[config.mk]
export PLATFORM = sky130hd
export DESIGN_NAME = idu_flat
export DESIGN_NICKNAME = d
export VERILOG_FILES = /design/src/rtl/idu_pkg.sv /design/src/rtl/idu_if.sv /design/src/rtl/idu_imm_gen.sv /design/src/rtl/idu.sv /design/src/flat_wrapper.sv
export SDC_FILE = /design/constraint.sdc
export NUM_CORES = 1
export LEC_CHECK = 0
export ABC_AREA = 1
export CORE_UTILIZATION = 31
export DETAILED_ROUTE_END_ITERATION = 10
export GPL_ROUTABILITY_DRIVEN = 0
export SLEW_MARGIN = 20
export SYNTH_ARGS = -nofsm -noshare
export SYNTH_HDL_FRONTEND = slang
export SYNTH_SLANG_ARGS = --single-unit
[constraint.sdc]
create_clock -name clk -period 3.56 [get_ports clk]
set_clock_uncertainty 0.15 [all_clocks]
set_input_delay 0.534 -clock clk [delete_from_list [all_inputs] [get_ports clk]]
set_output_delay 0.534 -clock clk [all_outputs]
set_load 0.01 [all_outputs]
[src/rtl/idu_pkg.sv]
// Shared pipeline types: fetch/decode payloads, ALU and operand-select
// encodings, immediate formats and RV32I opcode constants.
package pipeline;

    typedef struct packed {
        logic [31:2] instr;
        logic [31:0] curr_pc;
        logic [31:0] inc_pc;
    } decode_signals;

    typedef enum logic [3:0] {
        ALU_ADD, ALU_SUB, ALU_SLL, ALU_SLT, ALU_SLTU,
        ALU_XOR, ALU_SRL, ALU_SRA, ALU_OR,  ALU_AND
    } alu_op_e;

    typedef enum logic [1:0] {
        SRC_A_RS1, SRC_A_PC, SRC_A_ZERO
    } src_a_sel_e;

    typedef enum logic {
        SRC_B_RS2, SRC_B_IMM
    } src_b_sel_e;

    typedef enum logic [2:0] {
        IMM_NONE, IMM_I, IMM_S, IMM_B, IMM_U, IMM_J
    } imm_fmt_e;

    typedef struct packed {
        alu_op_e     alu_op;
        src_a_sel_e  src_a_sel;
        src_b_sel_e  src_b_sel;
        logic [31:0] imm;
        logic [4:0]  rd;
        logic [4:0]  rs1;
        logic [4:0]  rs2;
        logic [2:0]  funct3;
        logic        reg_we;
        logic        mem_re;
        logic        mem_we;
        logic        branch;
        logic        jump;
        logic        jalr;
        logic        illegal;
        logic [31:0] curr_pc;
        logic [31:0] inc_pc;
    } execute_signals;

    localparam logic [6:0] OPC_LUI      = 7'b0110111;
    localparam logic [6:0] OPC_AUIPC    = 7'b0010111;
    localparam logic [6:0] OPC_JAL      = 7'b1101111;
    localparam logic [6:0] OPC_JALR     = 7'b1100111;
    localparam logic [6:0] OPC_BRANCH   = 7'b1100011;
    localparam logic [6:0] OPC_LOAD     = 7'b0000011;
    localparam logic [6:0] OPC_STORE    = 7'b0100011;
    localparam logic [6:0] OPC_OP_IMM   = 7'b0010011;
    localparam logic [6:0] OPC_OP       = 7'b0110011;
    localparam logic [6:0] OPC_MISC_MEM = 7'b0001111;
    localparam logic [6:0] OPC_SYSTEM   = 7'b1110011;

    // ADDI x0,x0,0 as seen without the implicit 2'b11; the ifu's no-ack filler
    localparam logic [31:2] INSTR_FILLER = 30'h4;

    // An all-zero payload: no enables, not illegal, pc fields cleared
    localparam execute_signals EX_BUBBLE = '0;

    // funct3 -> ALU operation; alt selects SUB (000) or SRA (101)
    function automatic alu_op_e alu_from_funct3(input logic [2:0] funct3, input logic alt);
        alu_op_e op;
        case (funct3)
            3'b000:  op = alt ? ALU_SUB : ALU_ADD;
            3'b001:  op = ALU_SLL;
            3'b010:  op = ALU_SLT;
            3'b011:  op = ALU_SLTU;
            3'b100:  op = ALU_XOR;
            3'b101:  op = alt ? ALU_SRA : ALU_SRL;
            3'b110:  op = ALU_OR;
            default: op = ALU_AND;
        endcase
        return op;
    endfunction

endpackage

[src/rtl/idu_if.sv]
// Decode-stage bus: fetched instruction in, register read addresses,
// stall back to the ifu, and the registered ID/EX payload out.
interface idu_if;
    pipeline::decode_signals  signals_in;
    logic                     stall_in;
    logic                     flush;
    logic [4:0]               rs1_addr;
    logic [4:0]               rs2_addr;
    logic                     stall_out;
    pipeline::execute_signals signals_out;

    modport master (
        output signals_in, stall_in, flush,
        input  rs1_addr, rs2_addr, stall_out, signals_out
    );

    modport slave (
        input  signals_in, stall_in, flush,
        output rs1_addr, rs2_addr, stall_out, signals_out
    );
endinterface

[src/rtl/idu_imm_gen.sv]
// Combinational RV32I immediate extraction, sign-extended per format.
module imm_gen
    import pipeline::*;
(
    input  logic [31:2] instr,
    input  imm_fmt_e    format,
    output logic [31:0] imm
);

    // Select and sign-extend the immediate bits for the given format
    always_comb begin
        imm = '0;
        case (format)
            IMM_I:   imm = {{20{instr[31]}}, instr[31:20]};
            IMM_S:   imm = {{20{instr[31]}}, instr[31:25], instr[11:7]};
            IMM_B:   imm = {{19{instr[31]}}, instr[31], instr[7], instr[30:25], instr[11:8], 1'b0};
            IMM_U:   imm = {instr[31:12], 12'b0};
            IMM_J:   imm = {{11{instr[31]}}, instr[31], instr[19:12], instr[20], instr[30:21], 1'b0};
            default: imm = '0;
        endcase
    end

endmodule

[src/rtl/idu.sv]
// Instruction decode stage: RV32I decode, load-use interlock and the
// ID/EX pipeline register.
module idu
    import pipeline::*;
#(
    parameter int unsigned LOAD_USE_INTERLOCK = 1
) (
    input  logic clk,
    input  logic reset_n,
    idu_if.slave bus
);

    logic [31:2]    w_instr;
    logic [6:0]     w_opcode;
    imm_fmt_e       w_fmt;
    logic           w_rs1_used;
    logic           w_rs2_used;
    logic           w_hazard;
    logic [31:0]    w_imm;
    execute_signals w_dec;
    execute_signals w_dec_imm;
    execute_signals r_out;

    assign w_instr       = bus.signals_in.instr;
    assign w_opcode      = {w_instr[6:2], 2'b11};
    assign bus.rs1_addr  = w_instr[19:15];
    assign bus.rs2_addr  = w_instr[24:20];

    imm_gen u_imm_gen (
        .instr  (w_instr),
        .format (w_fmt),
        .imm    (w_imm)
    );

    // Decode control fields, immediate format and which sources are read.
    // The filler (ADDI x0,x0,0) falls out as a bubble because rd==0 kills reg_we.
    always_comb begin
        w_dec           = EX_BUBBLE;
        w_dec.alu_op    = ALU_ADD;
        w_dec.src_a_sel = SRC_A_RS1;
        w_dec.src_b_sel = SRC_B_IMM;
        w_dec.rd        = w_instr[11:7];
        w_dec.rs1       = w_instr[19:15];
        w_dec.rs2       = w_instr[24:20];
        w_dec.funct3    = w_instr[14:12];
        w_dec.curr_pc   = bus.signals_in.curr_pc;
        w_dec.inc_pc    = bus.signals_in.inc_pc;
        w_fmt           = IMM_NONE;
        w_rs1_used      = 1'b0;
        w_rs2_used      = 1'b0;
        case (w_opcode)
            OPC_LUI: begin
                w_dec.reg_we    = 1'b1;
                w_dec.src_a_sel = SRC_A_ZERO;
                w_fmt           = IMM_U;
            end
            OPC_AUIPC: begin
                w_dec.reg_we    = 1'b1;
                w_dec.src_a_sel = SRC_A_PC;
                w_fmt           = IMM_U;
            end
            OPC_JAL: begin
                w_dec.reg_we    = 1'b1;
                w_dec.jump      = 1'b1;
                w_dec.src_a_sel = SRC_A_PC;
                w_fmt           = IMM_J;
            end
            OPC_JALR: begin
                w_dec.reg_we = 1'b1;
                w_dec.jump   = 1'b1;
                w_dec.jalr   = 1'b1;
                w_fmt        = IMM_I;
                w_rs1_used   = 1'b1;
            end
            OPC_BRANCH: begin
                w_dec.branch    = 1'b1;
                w_dec.alu_op    = ALU_SUB;
                w_dec.src_b_sel = SRC_B_RS2;
                w_fmt           = IMM_B;
                w_rs1_used      = 1'b1;
                w_rs2_used      = 1'b1;
            end
            OPC_LOAD: begin
                w_dec.reg_we = 1'b1;
                w_dec.mem_re = 1'b1;
                w_fmt        = IMM_I;
                w_rs1_used   = 1'b1;
            end
            OPC_STORE: begin
                w_dec.mem_we = 1'b1;
                w_fmt        = IMM_S;
                w_rs1_used   = 1'b1;
                w_rs2_used   = 1'b1;
            end
            OPC_OP_IMM: begin
                w_dec.reg_we = 1'b1;
                w_dec.alu_op = alu_from_funct3(w_instr[14:12],
                                               w_instr[30] && (w_instr[14:12] == 3'b101));
                w_fmt        = IMM_I;
                w_rs1_used   = 1'b1;
            end
            OPC_OP: begin
                w_dec.reg_we    = 1'b1;
                w_dec.alu_op    = alu_from_funct3(w_instr[14:12], w_instr[30]);
                w_dec.src_b_sel = SRC_B_RS2;
                w_rs1_used      = 1'b1;
                w_rs2_used      = 1'b1;
            end
            OPC_MISC_MEM, OPC_SYSTEM: begin
            end
            default: begin
                w_dec.illegal = 1'b1;
            end
        endcase
        if (w_dec.rd == 5'd0) begin
            w_dec.reg_we = 1'b0;
        end
    end

    // Merge the immediate in a separate process so the format select and
    // the imm_gen result never form a combinational loop through w_dec
    always_comb begin
        w_dec_imm     = w_dec;
        w_dec_imm.imm = w_imm;
    end

    assign w_hazard = (LOAD_USE_INTERLOCK != 0) && r_out.mem_re && (r_out.rd != 5'd0) &&
                      ((w_rs1_used && (r_out.rd == w_instr[19:15])) ||
                       (w_rs2_used && (r_out.rd == w_instr[24:20])));

    // A flush squashes the stalled instruction, so the interlock no longer matters
    assign bus.stall_out = bus.stall_in | (w_hazard & ~bus.flush);

    // ID/EX register: flush beats stall, stall beats hazard bubble
    always_ff @(posedge clk or negedge reset_n) begin
        if (!reset_n) begin
            r_out <= EX_BUBBLE;
        end else if (bus.flush) begin
            r_out <= EX_BUBBLE;
        end else if (bus.stall_in) begin
            r_out <= r_out;
        end else if (w_hazard) begin
            r_out <= EX_BUBBLE;
        end else begin
            r_out <= w_dec_imm;
        end
    end

    assign bus.signals_out = r_out;

endmodule

[src/flat_wrapper.sv]
// flat-port wrapper written by rule: the top's interface ports become plain ports
module idu_flat import pipeline::*;
#(
    parameter int unsigned LOAD_USE_INTERLOCK = 1
)
  (clk, reset_n, bus_signals_in, bus_stall_in, bus_flush, bus_rs1_addr, bus_rs2_addr, bus_stall_out, bus_signals_out);
  idu_if bus_i ();
  input  logic clk;
  input  logic reset_n;
  input wire logic [$bits(bus_i.signals_in)-1:0] bus_signals_in;
  input wire logic [$bits(bus_i.stall_in)-1:0] bus_stall_in;
  input wire logic [$bits(bus_i.flush)-1:0] bus_flush;
  output wire logic [$bits(bus_i.rs1_addr)-1:0] bus_rs1_addr;
  output wire logic [$bits(bus_i.rs2_addr)-1:0] bus_rs2_addr;
  output wire logic [$bits(bus_i.stall_out)-1:0] bus_stall_out;
  output wire logic [$bits(bus_i.signals_out)-1:0] bus_signals_out;
  assign bus_i.signals_in = bus_signals_in;
  assign bus_i.stall_in = bus_stall_in;
  assign bus_i.flush = bus_flush;
  assign bus_rs1_addr = bus_i.rs1_addr;
  assign bus_rs2_addr = bus_i.rs2_addr;
  assign bus_stall_out = bus_i.stall_out;
  assign bus_signals_out = bus_i.signals_out;
  idu #(.LOAD_USE_INTERLOCK(LOAD_USE_INTERLOCK)) u_core (.clk(clk), .reset_n(reset_n), .bus(bus_i));
endmodule
==> run_results.csv, run 1 <==
group,metric,value,unit
synthesis,yosys_register_bits,128,
timing,report.final.hold_viol_count,3,
setup_path,critical_path.n_buffers_inverters,2,
synthesis,post_synth_edffs,0,
floorplan,die_height,144,µm
setup_path,setup.worst_path.start,"bus_signals_in[64]",
setup_path,criticalPathCategory,"input port to output pin",
setup_path,worst_path_dominant_cell_family,"buffers and inverters",
setup_path,crit_path_max_incr_delay,0.59,ns
power,power.switching,0.990,mW
setup_path,critical_path_peak_fanout,8,
setup_path,worstSetupPathDepth,9,
synthesis,synthTopCellsByArea,"sky130_fd_sc_hd__dfrtp_1 (51%), sky130_fd_sc_hd__nand2_1 (19%), sky130_fd_sc_hd__nand3_1 (5.1%), sky130_fd_sc_hd__nand4_1 (4.2%), sky130_fd_sc_hd__inv_1 (2.4%)",
setup_path,setup.worst_path.start_class,"input port",
synthesis,synthMostInstantiatedCell,"sky130_fd_sc_hd__nand2_1",
clock_network,cts_num_sinks,128,
timing,slew_headroom,54.0,%
floorplan,die-width,144,µm
clock_network,cts_post_setup_buffers_inserted,0,
timing,layout_worst_path_cycle_share,95.5,%
drt,num_vias,5964,
synthesis,synth_top_cells_by_count,"sky130_fd_sc_hd__nand2_1 (322), sky130_fd_sc_hd__dfrtp_1 (128), sky130_fd_sc_hd__nand3_1 (64), sky130_fd_sc_hd__nand4_1 (42)",
synthesis,ys.warnings.count,0,
placement,portBuffers,236,
timing,rsz0062_at_grt,"false",
drt,detail_route.drc_violations,0,
drt,totalWireLength,20500,µm
setup_path,reg_to_reg_endpoint,"u_core.bus.signals_out[93]",
cells_and_area,largest_register_ffs,128,
global_routing,grt_max_degree,88,
clock_network,clk_path_buf_depth,2,
setup_path,cp_slowest_cell,"sky130_fd_sc_hd__clkdlybuf4s50_1",
clock_network,post_cts_resized,0,
clock_network,cts_hold_repair.buffers,0,
drt,antenna_violating_nets_post_route,0,
setup_path,critical_path_required,2.88,ns
power,power.share.combinational,15.2,%
power,netSwitchingFraction,26.0,%
floorplan,core,19600,µm²
floorplan,design.die.area,20700,µm²
timing,least_margin_pin_slew,0.689,ns
floorplan,floorplan.io_pins,237,
cells_and_area,num_antenna_cells,0,
global_routing,globalRouteTotalUtil,20.0,%
timing,finalHoldWorstSlack,-0.00976,ns
floorplan,floorplan.initialDensity,31.9,%
global_routing,antenna_found_initial,0,
outcome,result_of_the_run,"complete, but fails checks",
synthesis,yosys.cell_types.count,29,
clock_network,cts-root-buf,"sky130_fd_sc_hd__clkbuf_16",
clock_network,cts-buffers-inserted,17,
clock_network,worstSkewPairLatency,0.41,ns
power,max-vdd-ir-drop,0.000284,V
synthesis,synth_nets,887,
clock_network,htreeDepth,4,
synthesis,async_flop_share,100,%
clock_network,cts.reportedPaths.clkPinSlew,0.06,ns
global_routing,grt_pass1_vias,5728,
global_routing,grt_overflow_total,0,
synthesis,synth.yosys.seq_area_share,51.3,%
run,maxCapViolations,0,
power,power.density_cell_area,410,nW/µm²
cells_and_area,final_net_count,1095,
drt,detail_route.iter0.violations,382,
outcome,failed_checks,"negative hold slack",
synthesis,synthesis.instances,789,
power,p_leak,4.61,nW
setup_path,crit_arrival,2.72,ns
timing,fmaxAchievable,294,MHz
cells_and_area,drive_gt1_share,6.83,%
drt,viasPerCell,4.68,
synthesis,synth.cell_area,6240,µm²
setup_path,crit-reg2reg-launch,"u_core.bus.signals_out[84]",
placement,place.detailed.hpwl,14300,µm
setup_path,worst_setup_path_end_kind,"output pin",
synthesis,post-synth-top-area-fraction,51.3,%
drt,post_drt_wl_per_cell,16.1,µm
synthesis,synth.largest_area_cell,"sky130_fd_sc_hd__dfrtp_1",
timing,setup-violations-final,0,
synthesis,syn_area_per_cell,7.91,µm²
hold_path,hold_class,"input port to asynchronous set/reset pin",
cells_and_area,areaGrowthSynthToFinish,48.8,%
timing,finalWorstPathRequiredPeriod,3.40,ns
clock_network,cts_tree,"yes",
timing,timing.setup.tns,0,ns
power,clkPwrFrac,43.8,%
setup_path,timing.critical_path.cells,"clkdlybuf4s50_1, nor2_4, nand3_2, nand2_1, nand4_1, nand2_1, nand2_4, o21ai_0, clkdlybuf4s50_1",
setup_path,register_to_register_path_setup_slack,0.93,ns
setup_path,worstRegToRegCells,10,
setup_path,cp-endpoint,"bus_stall_out",
power,finalPower,3.81,mW
drt,drt_first_pass_iters,4,
synthesis,synth-main-ff-cell,"sky130_fd_sc_hd__dfrtp_1",
timing,finalMaxSlewViolations,0,
floorplan,rows,51,
power,power.sequential.fraction,41.0,%
global_routing,grt_pass1_wl,31500,µm
power,power.internal,2.82,mW
==> metal layers <==
metal	GRT usage, %	wire, µm
met1	27.2	9410
met2	31.2	9590
met3	3.80	1060
met4	8.12	466
met5	0	0
==> final cells by class <==
| type | count | area [µm²] |
|---|---|---|
| Inverter | 45 | 169 |
| Timing Repair Buffer | 246 | 2490 |
| Sequential cell | 128 | 3200 |
| Clock buffer | 23 | 478 |
| Fill cell | 1972 | 10300 |
| Clock inverter | 9 | 83.8 |
| Tap cell | 265 | 332 |
| Multi-Input combinational cell | 559 | 2530 |
==> placed cells by master (no fill, tap or decap), types with 2 or more instances in the layout <==
master,Yosys,layout
sky130_fd_sc_hd__nand2_1,322,322
sky130_fd_sc_hd__clkdlybuf4s50_1,0,235
sky130_fd_sc_hd__dfrtp_1,128,128
sky130_fd_sc_hd__nand3_1,64,64
sky130_fd_sc_hd__nand4_1,42,42
sky130_fd_sc_hd__inv_1,40,40
sky130_fd_sc_hd__nor2_1,40,38
sky130_fd_sc_hd__o21ai_0,30,30
sky130_fd_sc_hd__a21oi_1,19,19
sky130_fd_sc_hd__clkbuf_16,0,17
sky130_fd_sc_hd__nand3_2,13,13
sky130_fd_sc_hd__nor3_1,11,11
sky130_fd_sc_hd__buf_4,14,6
sky130_fd_sc_hd__nor2_4,2,4
sky130_fd_sc_hd__inv_2,4,4
sky130_fd_sc_hd__clkinvlp_4,0,4
sky130_fd_sc_hd__buf_12,0,4
sky130_fd_sc_hd__nand2_2,3,3
sky130_fd_sc_hd__clkbuf_8,0,3
sky130_fd_sc_hd__clkbuf_1,23,3
sky130_fd_sc_hd__clkinv_2,0,3
sky130_fd_sc_hd__nand2_4,2,2
sky130_fd_sc_hd__xnor2_1,2,2
sky130_fd_sc_hd__o211ai_1,2,2
==> per-stage QoR <==
stage / util (%) / instance area [µm²] / instances / hold WS [ns] / worst slack (ns)
global placement: 44.5 / 8730 / 1243 / 0.311 / 0.138
floorplan: - / 6240 / 789 / 0.0884 / 1.28
global route: 47.4 / 9290 / 1275 / 0.0444 / 0.0269
detailed placement: 44.5 / 8730 / 1243 / 0.315 / 0.150
CTS: 47.4 / 9290 / 1275 / 0.0136 / 0.161
finish: 47.4 / 9290 / 1275 / -0.00976 / 0.160
==> cell families (layout without fill, tap and decap cells) <==
kind of cell	count (synthesis)	after routing	share of synthesized area [%]
flops	128	128	51.3
compound gates	55	55	4.65
simple gates	502	502	35.4
xor+xnor	2	2	0.281
buf+inv	102	323	8.32
==> power by group through the flow <==
stage | clock, mW | sequential [mW] | combinational, mW
after floorplan | 0 | 1.61 | 0.192
after global placement | 0 | 1.59 | 0.583
after detailed placement | 0 | 1.59 | 0.585
after CTS | 1.71 | 1.56 | 0.587
after global routing | 1.78 | 1.57 | 0.634
final | 1.67 | 1.56 | 0.580
==> how the worst min path moves through the flow <==
stage | startpoint | endpoint | slack, ns | cells after the start
after global placement | u_core.bus.signals_out[27] | u_core.bus.signals_out[27] | 0.31 | 2
after CTS | reset_n | u_core.bus.signals_out[97] | 0.01 | 1
after detailed placement | u_core.bus.signals_out[23] | u_core.bus.signals_out[23] | 0.32 | 2
final | reset_n | u_core.bus.signals_out[97] | -0.01 | 1
after floorplan | reset_n | u_core.bus.signals_out[0] | 0.09 | 0
after global routing | reset_n | u_core.bus.signals_out[97] | 0.04 | 1
Note: power is estimated with default switching activity, not from simulation.
==> run 2, diff against run 1 <==
--- a/config.mk
+++ b/config.mk
@@ -13,3 +13,4 @@
 export SYNTH_ARGS = -nofsm -noshare
 export SYNTH_HDL_FRONTEND = slang
 export SYNTH_SLANG_ARGS = --single-unit
+export TNS_END_PERCENT = 5
==> results of run 2 <==
Same layout as run 1: the final DEF is identical, and so are final timing and power.
